`src/rtl/st7735_spi_sequencer.sv`:
```
// ST7735 panel front end: power-on reset sequencing, then SPI mode-0 bytes and ms delays
// handed in through a valid/ready request port.
module st7735_spi_sequencer #(
    parameter int unsigned CLOCK_SPEED_MHZ = 12,
    parameter int unsigned SCLK_DIV        = 2,
    parameter int unsigned RESET_PULSE_US  = 10,
    parameter int unsigned RESET_WAIT_MS   = 120
) (
    input  logic       SYSTEM_CLK,
    input  logic       SYSTEM_RESET,
    input  logic       TX_VALID,
    output logic       TX_READY,
    input  logic       TX_DELAY,
    input  logic       TX_DC,
    input  logic [7:0] TX_DATA,
    input  logic       TX_LAST,
    output logic       INIT_DONE,
    output logic       BUSY,
    output logic       CS,
    output logic       MOSI,
    output logic       DC,
    output logic       LCD_CLK,
    output logic       RESET
);

    localparam int unsigned PRE_W         = (CLOCK_SPEED_MHZ > 1) ? $clog2(CLOCK_SPEED_MHZ) : 1;
    localparam int unsigned US_W          = 10;
    localparam int unsigned PULSE_MS_PART = (RESET_PULSE_US - 1) / 1000;
    localparam int unsigned MS_BIG        = (RESET_WAIT_MS > PULSE_MS_PART) ? RESET_WAIT_MS : PULSE_MS_PART;
    localparam int unsigned MS_MAX        = (MS_BIG > 255) ? MS_BIG : 255;
    localparam int unsigned MS_W          = $clog2(MS_MAX + 1);
    localparam int unsigned DIV_W         = (SCLK_DIV > 1) ? $clog2(SCLK_DIV) : 1;

    localparam logic [PRE_W-1:0] PRE_LAST      = PRE_W'(CLOCK_SPEED_MHZ - 1);
    localparam logic [US_W-1:0]  US_LAST       = US_W'(999);
    localparam logic [US_W-1:0]  PULSE_US_LAST = US_W'((RESET_PULSE_US - 1) % 1000);
    localparam logic [MS_W-1:0]  PULSE_MS_LAST = MS_W'(PULSE_MS_PART);
    localparam logic [MS_W-1:0]  WAIT_MS_LAST  = MS_W'(RESET_WAIT_MS - 1);
    localparam logic [DIV_W-1:0] DIV_LAST      = DIV_W'(SCLK_DIV - 1);
    localparam logic [3:0]       HALF_LAST     = 4'd15;

    typedef enum logic [2:0] {
        RST_ASSERT,
        RST_WAIT,
        IDLE,
        SHIFT,
        DELAY
    } state_t;

    state_t           r_state, w_state_nxt;
    logic [PRE_W-1:0] r_pre, w_pre_nxt;
    logic [US_W-1:0]  r_us, w_us_nxt;
    logic [MS_W-1:0]  r_ms, w_ms_nxt;
    logic [DIV_W-1:0] r_div, w_div_nxt;
    logic [3:0]       r_half, w_half_nxt;
    logic [6:0]       r_sh, w_sh_nxt;
    logic [7:0]       r_delay, w_delay_nxt;
    logic             r_last, w_last_nxt;
    logic             r_cs, w_cs_nxt;
    logic             r_mosi, w_mosi_nxt;
    logic             r_dc, w_dc_nxt;
    logic             r_sclk, w_sclk_nxt;
    logic             r_rst_n, w_rst_n_nxt;
    logic             r_init_done, w_init_done_nxt;
    logic             r_ready, w_ready_nxt;
    logic             r_busy;
    logic             w_tick_us;
    logic             w_tick_ms;
    logic             w_timed;

    assign w_tick_us = (r_pre == PRE_LAST);
    assign w_tick_ms = w_tick_us && (r_us == US_LAST);
    assign w_timed   = (r_state == RST_ASSERT) || (r_state == RST_WAIT) || (r_state == DELAY);

    // Next-state, timing counters and pin values
    always_comb begin
        w_state_nxt     = r_state;
        w_pre_nxt       = r_pre;
        w_us_nxt        = r_us;
        w_ms_nxt        = r_ms;
        w_div_nxt       = r_div;
        w_half_nxt      = r_half;
        w_sh_nxt        = r_sh;
        w_delay_nxt     = r_delay;
        w_last_nxt      = r_last;
        w_cs_nxt        = r_cs;
        w_mosi_nxt      = r_mosi;
        w_dc_nxt        = r_dc;
        w_sclk_nxt      = r_sclk;
        w_rst_n_nxt     = r_rst_n;
        w_init_done_nxt = r_init_done;

        if (w_timed) begin
            if (w_tick_us) begin
                w_pre_nxt = '0;
                if (r_us == US_LAST) begin
                    w_us_nxt = '0;
                    w_ms_nxt = r_ms + MS_W'(1);
                end else begin
                    w_us_nxt = r_us + US_W'(1);
                end
            end else begin
                w_pre_nxt = r_pre + PRE_W'(1);
            end
        end

        case (r_state)
            RST_ASSERT: begin
                w_rst_n_nxt = 1'b0;
                if (w_tick_us && (r_us == PULSE_US_LAST) && (r_ms == PULSE_MS_LAST)) begin
                    w_state_nxt = RST_WAIT;
                    w_rst_n_nxt = 1'b1;
                end
            end
            RST_WAIT: begin
                if (w_tick_ms && (r_ms == WAIT_MS_LAST)) begin
                    w_state_nxt     = IDLE;
                    w_init_done_nxt = 1'b1;
                end
            end
            IDLE: begin
                if (TX_VALID) begin
                    if (TX_DELAY) begin
                        w_state_nxt = DELAY;
                        w_cs_nxt    = 1'b1;
                        w_delay_nxt = TX_DATA;
                    end else begin
                        w_state_nxt = SHIFT;
                        w_cs_nxt    = 1'b0;
                        w_dc_nxt    = TX_DC;
                        w_mosi_nxt  = TX_DATA[7];
                        w_sh_nxt    = TX_DATA[6:0];
                        w_last_nxt  = TX_LAST;
                        w_sclk_nxt  = 1'b0;
                        w_div_nxt   = '0;
                        w_half_nxt  = '0;
                    end
                end
            end
            SHIFT: begin
                w_div_nxt = r_div + DIV_W'(1);
                if (r_div == DIV_LAST) begin
                    w_div_nxt  = '0;
                    w_sclk_nxt = ~r_sclk;
                    w_half_nxt = r_half + 4'd1;
                    if (r_half == HALF_LAST) begin
                        w_state_nxt = IDLE;
                        w_cs_nxt    = r_last;
                    end else if (r_sclk) begin
                        // falling edge: present the next bit for the following rise
                        w_mosi_nxt = r_sh[6];
                        w_sh_nxt   = {r_sh[5:0], 1'b0};
                    end
                end
            end
            DELAY: begin
                if ((r_delay == 8'd0) ||
                    (w_tick_ms && (r_ms == (MS_W'(r_delay) - MS_W'(1))))) begin
                    w_state_nxt = IDLE;
                end
            end
            default: begin
                w_state_nxt = RST_ASSERT;
            end
        endcase

        if (w_state_nxt != r_state) begin
            w_pre_nxt = '0;
            w_us_nxt  = '0;
            w_ms_nxt  = '0;
        end

        w_ready_nxt = (w_state_nxt == IDLE);
    end

    // State register and registered outputs
    always_ff @(posedge SYSTEM_CLK) begin
        if (SYSTEM_RESET) begin
            r_state     <= RST_ASSERT;
            r_pre       <= '0;
            r_us        <= '0;
            r_ms        <= '0;
            r_div       <= '0;
            r_half      <= '0;
            r_sh        <= '0;
            r_delay     <= '0;
            r_last      <= 1'b0;
            r_cs        <= 1'b1;
            r_mosi      <= 1'b0;
            r_dc        <= 1'b0;
            r_sclk      <= 1'b0;
            r_rst_n     <= 1'b0;
            r_init_done <= 1'b0;
            r_ready     <= 1'b0;
            r_busy      <= 1'b1;
        end else begin
            r_state     <= w_state_nxt;
            r_pre       <= w_pre_nxt;
            r_us        <= w_us_nxt;
            r_ms        <= w_ms_nxt;
            r_div       <= w_div_nxt;
            r_half      <= w_half_nxt;
            r_sh        <= w_sh_nxt;
            r_delay     <= w_delay_nxt;
            r_last      <= w_last_nxt;
            r_cs        <= w_cs_nxt;
            r_mosi      <= w_mosi_nxt;
            r_dc        <= w_dc_nxt;
            r_sclk      <= w_sclk_nxt;
            r_rst_n     <= w_rst_n_nxt;
            r_init_done <= w_init_done_nxt;
            r_ready     <= w_ready_nxt;
            r_busy      <= ~w_ready_nxt;
        end
    end

    assign TX_READY  = r_ready;
    assign BUSY      = r_busy;
    assign INIT_DONE = r_init_done;
    assign CS        = r_cs;
    assign MOSI      = r_mosi;
    assign DC        = r_dc;
    assign LCD_CLK   = r_sclk;
    assign RESET     = r_rst_n;

endmodule
```
`config.mk`:
```
export PLATFORM = sky130hd
export DESIGN_NAME = st7735_spi_sequencer
export DESIGN_NICKNAME = d
export VERILOG_FILES = /design/src/rtl/st7735_spi_sequencer.sv
export SDC_FILE = /design/constraint.sdc
export NUM_CORES = 1
export LEC_CHECK = 0
export ABC_AREA = 1
export CAP_MARGIN = 20
export CORE_AREA = 10 10 89 91
export DETAILED_ROUTE_END_ITERATION = 12
export DIE_AREA = 0 0 99 101
export DONT_BUFFER_PORTS = 1
export PLACE_DENSITY = 0.67
export SYNTH_ARGS = -nofsm -noshare
export SYNTH_HDL_FRONTEND = slang
export SYNTH_SLANG_ARGS = --single-unit
export TNS_END_PERCENT = 1
```
`constraint.sdc`:
```
create_clock -name SYSTEM_CLK -period 2.09 [get_ports SYSTEM_CLK]
set_clock_uncertainty 0.1 [all_clocks]
set_input_delay 0.418 -clock SYSTEM_CLK [delete_from_list [all_inputs] [get_ports SYSTEM_CLK]]
set_output_delay 0.418 -clock SYSTEM_CLK [all_outputs]
set_load 0.05 [all_outputs]
```
* Word-level counts from Yosys, hierarchy flattened *
Cells that the tools add are included.

word-level totals
  register bits after elaboration = 54
  latch bits = 0
  bits in writable memories = 0
  ROM bits = 0
  bits of input ports = 14
  output and inout port bits = 8
  logic and storage cells = 104
  memories kept = 0

operators by class
  $add $sub $neg = 6
  multipliers = 0
  div/mod/pow operators = 0
  magnitude comparators = 0
  eq/ne operators = 18
  shifts and indexed selects = 0
  muxes and demuxes = 38
  bitwise operators = 3
  reductions and logical operators = 22

operators by type and width
  kind                                                   count
  2-to-1 mux 7 bit                                       5
  2-to-1 mux 3 bit                                       7
  zero test 8 bit                                        2
  2-to-1 mux 4 bit                                       4
  one-hot mux 3 bit (5 select lines)                     1
  2-to-1 mux 1 bit                                       14
  one-hot mux 7 bit (2 select lines)                     1
  inequality test 2 bit (second input constant)          6
  AND reduction 3 bit                                    4
  adder 10 x 1 -> 10 bit (second input constant)         1
  equality test 10 bit (second input constant)           1
  equality test 10 x 4 -> 1 bit (second input constant)  1
  2-to-1 mux 10 bit                                      1
  equality test 3 x 2 -> 1 bit (second input constant)   3
  adder 4 x 1 -> 4 bit (second input constant)           2
  adder 8 x 1 -> 8 bit (second input constant)           1
  equality test 4 bit (second input constant)            2
  equality test 8 x 7 -> 1 bit (second input constant)   1
  equality test 8 bit                                    1
  one-hot mux 1 bit (2 select lines)                     4
  one-hot mux 4 bit (2 select lines)                     1
  AND reduction 4 bit                                    2
  subtractor 8 x 1 -> 8 bit (second input constant)      1
  AND reduction 6 bit                                    1
  other kinds (11)                                       20

* Logic depth before layout (Yosys ltp) *
  depth after elaboration = 8
  depth in mapped cells = 15
  depth with buffers taken out = 15

* Worst setup path before layout *
Ideal clock, no wire load.

  kind = reg-to-reg
  start = reg r_delay[0]
  end = reg r_pre[1]
  setup time = 0.117 ns
  arrival = 1.677 ns
  data required time = 1.873 ns
  path slack = 0.197 ns
  cell stages (with the launch flop) = 16
  buffers on the path = 1
  period minus slack after synthesis = 1.893 ns
  path through = dfxtp_1 inv_1 ha_1 inv_1 nand2_1 nand2_1 nand2_1 nor2_1 nand3_1 nor2_1 nand2_1 nand4_1 nand3_1 nand2_2 buf_6 nor2_2

between the ends
  cells in the longest elaborated chain, start to end = 8
  elaborated cells on any way between the ends = 9
  those cells by class = 1 x add/sub; 2 x eq/ne; 2 x mux; 4 x reduce/logical

RTL lines
  item                                     RTL line  source
  start: declaration                       57        logic [7:0] r_delay, w_delay_nxt;
  start signal: assignment                 204       r_delay <= w_delay_nxt;
  subtractor 8 x 1 -> 8 bit                158       (w_tick_ms && (r_ms == (MS_W'(r_delay) - MS_W'(1))))) begin
  equality test 8 bit                      158
  logical AND 1 bit                        158
  logical OR 1 bit (*)                     157       if ((r_delay == 8'd0) ||
  2-to-1 mux 3 bit (*)                     157
  one-hot mux 3 bit (5 select lines) (*)   107       case (r_state)
  inequality test 3 bit (*)                167       if (w_state_nxt != r_state) begin
  OR reduction 2 bit (no source line) (*)  --
  end signal: assignment                   198       r_pre <= w_pre_nxt;
  end: declaration                         51        logic [PRE_W-1:0] r_pre, w_pre_nxt;

Mark *: on every way between the ends. The rest lies on a longest branch, timed or not.
A chain may end at the register's enable or synchronous reset.

* Worst setup path in the final report *
  start = reg r_delay[1]
  end = reg r_pre[1]

Same word-level chain as after synthesis.

==> impl.org <==
** Run status
- Outcome :: complete, no violations

** Synthesis
- Counting distinct cell types in the post-synthesis netlist gives 37.
- After Yosys synthesis, full adders, half adders and majority gates account for 2.90% of the synthesized area.
- Count of mapped cells out of synthesis :: around 430
- Net count of the mapped netlist :: 453
- By area, the combinational part of the netlist is dominated by simple AND/OR/NAND/NOR gates.
- Mux share of post-synthesis cell area :: 0.705%
- The synthesized netlist devotes 3.19% of its cell area to XOR and XNOR gates.
- Synthesized area per cell :: approximately 7 um2
- Number of flops mapped to enable cells by yosys :: 0
- Async set or reset register ratio after synthesis :: 0%
- Sequential elements use between 30% and 40% of the synthesized area.
- Most frequently used flop master after synthesis :: dfxtp_1
- Fraction of the mapped netlist area in simple logic gates :: 36.7%
- Cell area after technology mapping :: 0.00302 mm2
- Post-synthesis sequential element count :: 54
- Yosys warns :: 0
- Share of the synthesized area in compound gates (AO/OA/AOI/OAI) :: 10.6%

** Clocking
- Buffer levels on the longest clock path :: 2
- After clock tree synthesis, the clock-pin slew on the worst setup and hold paths is roughly 0.10 ns.
- Clock Root Buffer :: clkbuf_8
- The clock net in this run drives a total of 54 sinks.
- The later pin in the worst-skew pair is clocked with a latency of 0.31 ns.
- Buffers inserted during clock tree synthesis total 5.
- CTS tree :: yes
- In this run, post-CTS hold repair placed 0 buffers.
- The H-tree generated during clock tree synthesis spans 2 levels.

** Placement
- At the placement stage, the worst setup path has a slack of 0.00953 ns.
- Post-placement cell area :: 0.00315 mm2
- RD Place Congestion :: around 0.87
- DPL Wire Length :: 4.77 mm
- Count of buffers inserted at the top-level ports :: 0

** STA
- Final clock period utilization by the worst path :: between 90 and 100%
- Transition time at the pin with the least slew margin :: between 0.5 and 0.6 ns
- In this run the tightest slew margin relative to its limit is a little under two thirds.
- The worst path meets setup with 0.0761 ns of slack.
- Accumulated negative setup slack :: 0 ns
- Slew Limit Fails :: 0
- Number of hold-slack violations in the final timing report :: 0
- Static timing analysis puts the maximum clock frequency at 0.497 GHz.
- Min cycle time layout :: 2.01 ns
- Setup repair after global routing could not meet its margin everywhere.
- Final number of setup-violating endpoints :: 0

** Critical path
- For the worst flop-to-flop path, the logic depth is 14.
- At the worst endpoint, the required time is about 2.2 ns.
- The worst register-to-register path ends at r_pre[1].
- Delay of the slowest cell on the worst path :: 0.35 ns
- The cell family contributing the most delay on the critical path is simple AND/OR/NAND/NOR gates.
- Worst endpoint data arrival time :: ~2.1 ns
- Number of buffer and inverter instances along the worst setup path :: 2
- STA classifies the critical path startpoint as a flip-flop.
- Origin of the critical flop-to-flop path :: r_delay[1]
- Critical-path cell with the highest stage delay :: dfxtp_2
- Crit path capture type :: flip-flop
- By instance count, the cell type seen most on the critical path is nand2_1.
- Worst-path cell chain :: inv_2, ha_4, nand2_1, nand2_1, nand2_1, nor2_2, nand3_1, nor2_1, nand2_1, nand4_1, nand3_2, nand2_4, clkbuf_16, nor2_2
- Crit-path max FO :: 6
- Launching instance or port of the critical path :: r_delay[1]
- The critical path is of the reg -> reg type.
- In this run the register-to-register setup slack is 0.08 ns.

** Global route
- The via count of the first global-routing pass is 2488.
- Global Route Usage Sum :: approximately 13%
- The initial antenna violation count came to 0.
- Pin count of the biggest net entering global routing :: 23
- The first global-routing pass estimated 10.8 mm of wire.
- Summed over all layers, the global routing overflow is 0.

** Die
- Die outline area :: approximately 0.01 mm2
- Die extent in y :: between 100 and 150 um
- Area of the core region :: 0.00620 mm2
- In this run the horizontal extent of the chip is 99 um.
- Number of placed I/O pins :: 22
- Starting density of the core :: 48.7%
- Placement row count :: 29

** Layout
- Area Growth Syn to Fin :: 13.1%
- For this run, the share of the core covered by cells in the final layout is 55.1%.
- Most frequent standard cell in the layout excluding fill and tap cells :: nand2_1
- In the layout the commonest cells are nand2_1, inv_1, dfxtp_1.
- Cells with a size suffix above 1 make up 22.4% of the layout.
- The finished cells cover 0.00342 mm2.
- Layout Nets :: between 400 and 500
- Number of antenna repair diodes :: 0

** Pwr
- Share of total power in combinational logic :: 4.2%
- In this run, the clock network consumes between 30% and 40% of the power.
- Power spread over the standard cell area amounts to 542 mW/mm2.
- Net switching power figure :: between 400 and 500 uW
- The internal portion of the total power is around 1400 uW.
- For this design the static power due to leakage is between 0.001 and 0.0015 uW.
- Net switching is 22.6% of the power.
- Max VDD drop :: 0.000332 V
- Of the total power, registers draw 56.0%.

** Route
- After the first detailed-routing iteration, the DRC count stood at 105.
- Mean routed wirelength per cell :: 12.4 um
- Routed Antenna Nets :: 0
- Final routed DRC violation total :: 0
- Summed over all layers, the routed wires come to 6.47 mm.
- Using the TritonRoute via totals, the vias-per-cell ratio works out to slightly above 5.
- The first detailed-routing pass took 4 iterations.
- Via total after detailed routing :: 2646

** Run
- Max-cap viol count :: 0

** Worst hold path
- Counting instances, the worst hold path has a depth of 1.
- Worst hold endpoint :: INIT_DONE
- The tightest min-delay check is of the in -> reg type.
- The worst hold path begins at SYSTEM_RESET.
## per-stage QoR
step / hold WS (ns) / total power (uW) / instances
6_report: 0.0569 / 1850 / 523
5_1_grt: 0.0364 / 1920 / 523
4_1_cts: 0.0437 / 1850 / 518
3_5_place_dp: 0.338 / 1120 / 510
3_3_place_gp: 0.334 / 1120 / 510
2_1_floorplan: 0.325 / 1110 / 432
## flip-flops by register name (all words and copies together) (netlist names)
name / cells
r_pre: 4
r_state: 3
LCD_CLK: 1
r_last: 1
r_sh: 7
r_ms: 8
BUSY: 1
TX_READY: 1
r_div: 1
MOSI: 1
DC: 1
INIT_DONE: 1
CS: 1
RESET: 1
r_half: 4
r_delay: 8
r_us: 10
## timing repair
item	in CTS	in global routing
resized for setup	1	23
buffers inserted	0	2
cloned	0	3
pin swaps	0	13
endpoints found under the setup margin	6	22
## worst max-delay path by stage
stage          endpoint  slack [ns]  cells past startpoint
4_1_cts         r_ms[7]       0.006                     15
6_report       r_pre[1]        0.08                     14
5_1_grt        r_pre[1]       -0.07                     14
3_5_place_dp   r_pre[0]        0.01                     15
3_3_place_gp    r_ms[7]        0.08                     15
2_1_floorplan  r_pre[1]        0.20                     15
## metal layers
| layer | vias up | GRT usage, % | wire, um |
|---|---|---|---|
| met4 | 0 | 5.18 | 113 |
| met5 | - | 0 | 0 |
| met2 | 38 | 22.5 | 3220 |
| li1 | 1394 | - | - |
| met1 | 1203 | 13.9 | 2870 |
| met3 | 11 | 3.50 | 270 |
## layout make-up
class                   instances  area [um2]
clock buffers                   5        68.8
clock inverters                 3        48.8
fillers                       590        2790
inverters                      65         244
multi-input cells             303        1690
flip-flops and latches         54        1090
well taps                      77        96.3
repair buffers                 16         171
## cell families (layout without fill, tap and decap cells)
logic type,count (synthesis),in the layout
xor gates and xnor gates,11,11
adders and majority gates,7,7
and+or+nand+nor,224,224
AOI/OAI and AO/OA,59,59
buffers and inverters,75,89
DFF,54,54
muxes,2,2
## power groups by stage
stage | clock network [uW] | logic (uW) | registers (uW)
floorplan | 0 | 53.2 | 1060
global placement | 0 | 60.0 | 1060
detailed placement | 0 | 61.3 | 1060
CTS | 751 | 61.5 | 1040
global route | 800 | 86.2 | 1040
finish | 737 | 77.3 | 1040
## Yosys cell counts (3+ instances only)
| master | n | area share (%) |
|---|---|---|
| nand4_1 | 8 | 1.7 |
| o21ai_0 | 28 | 4.6 |
| nor2_1 | 43 | 5.3 |
| ha_1 | 7 | 2.9 |
| inv_2 | 5 | 0.62 |
| inv_1 | 60 | 7.5 |
| a21oi_1 | 22 | 3.6 |
| nor3_1 | 5 | 0.83 |
| clkbuf_1 | 4 | 0.50 |
| buf_2 | 3 | 0.50 |
| nand3_2 | 5 | 1.7 |
| nand2_1 | 84 | 10 |
| xor2_1 | 10 | 2.9 |
| nor2_4 | 6 | 2.2 |
| dfxtp_1 | 54 | 36 |
| nor2_2 | 27 | 5.6 |
| nand2_2 | 7 | 1.5 |
| nand3_1 | 32 | 5.3 |
Power figures use the tool's default switching activity.
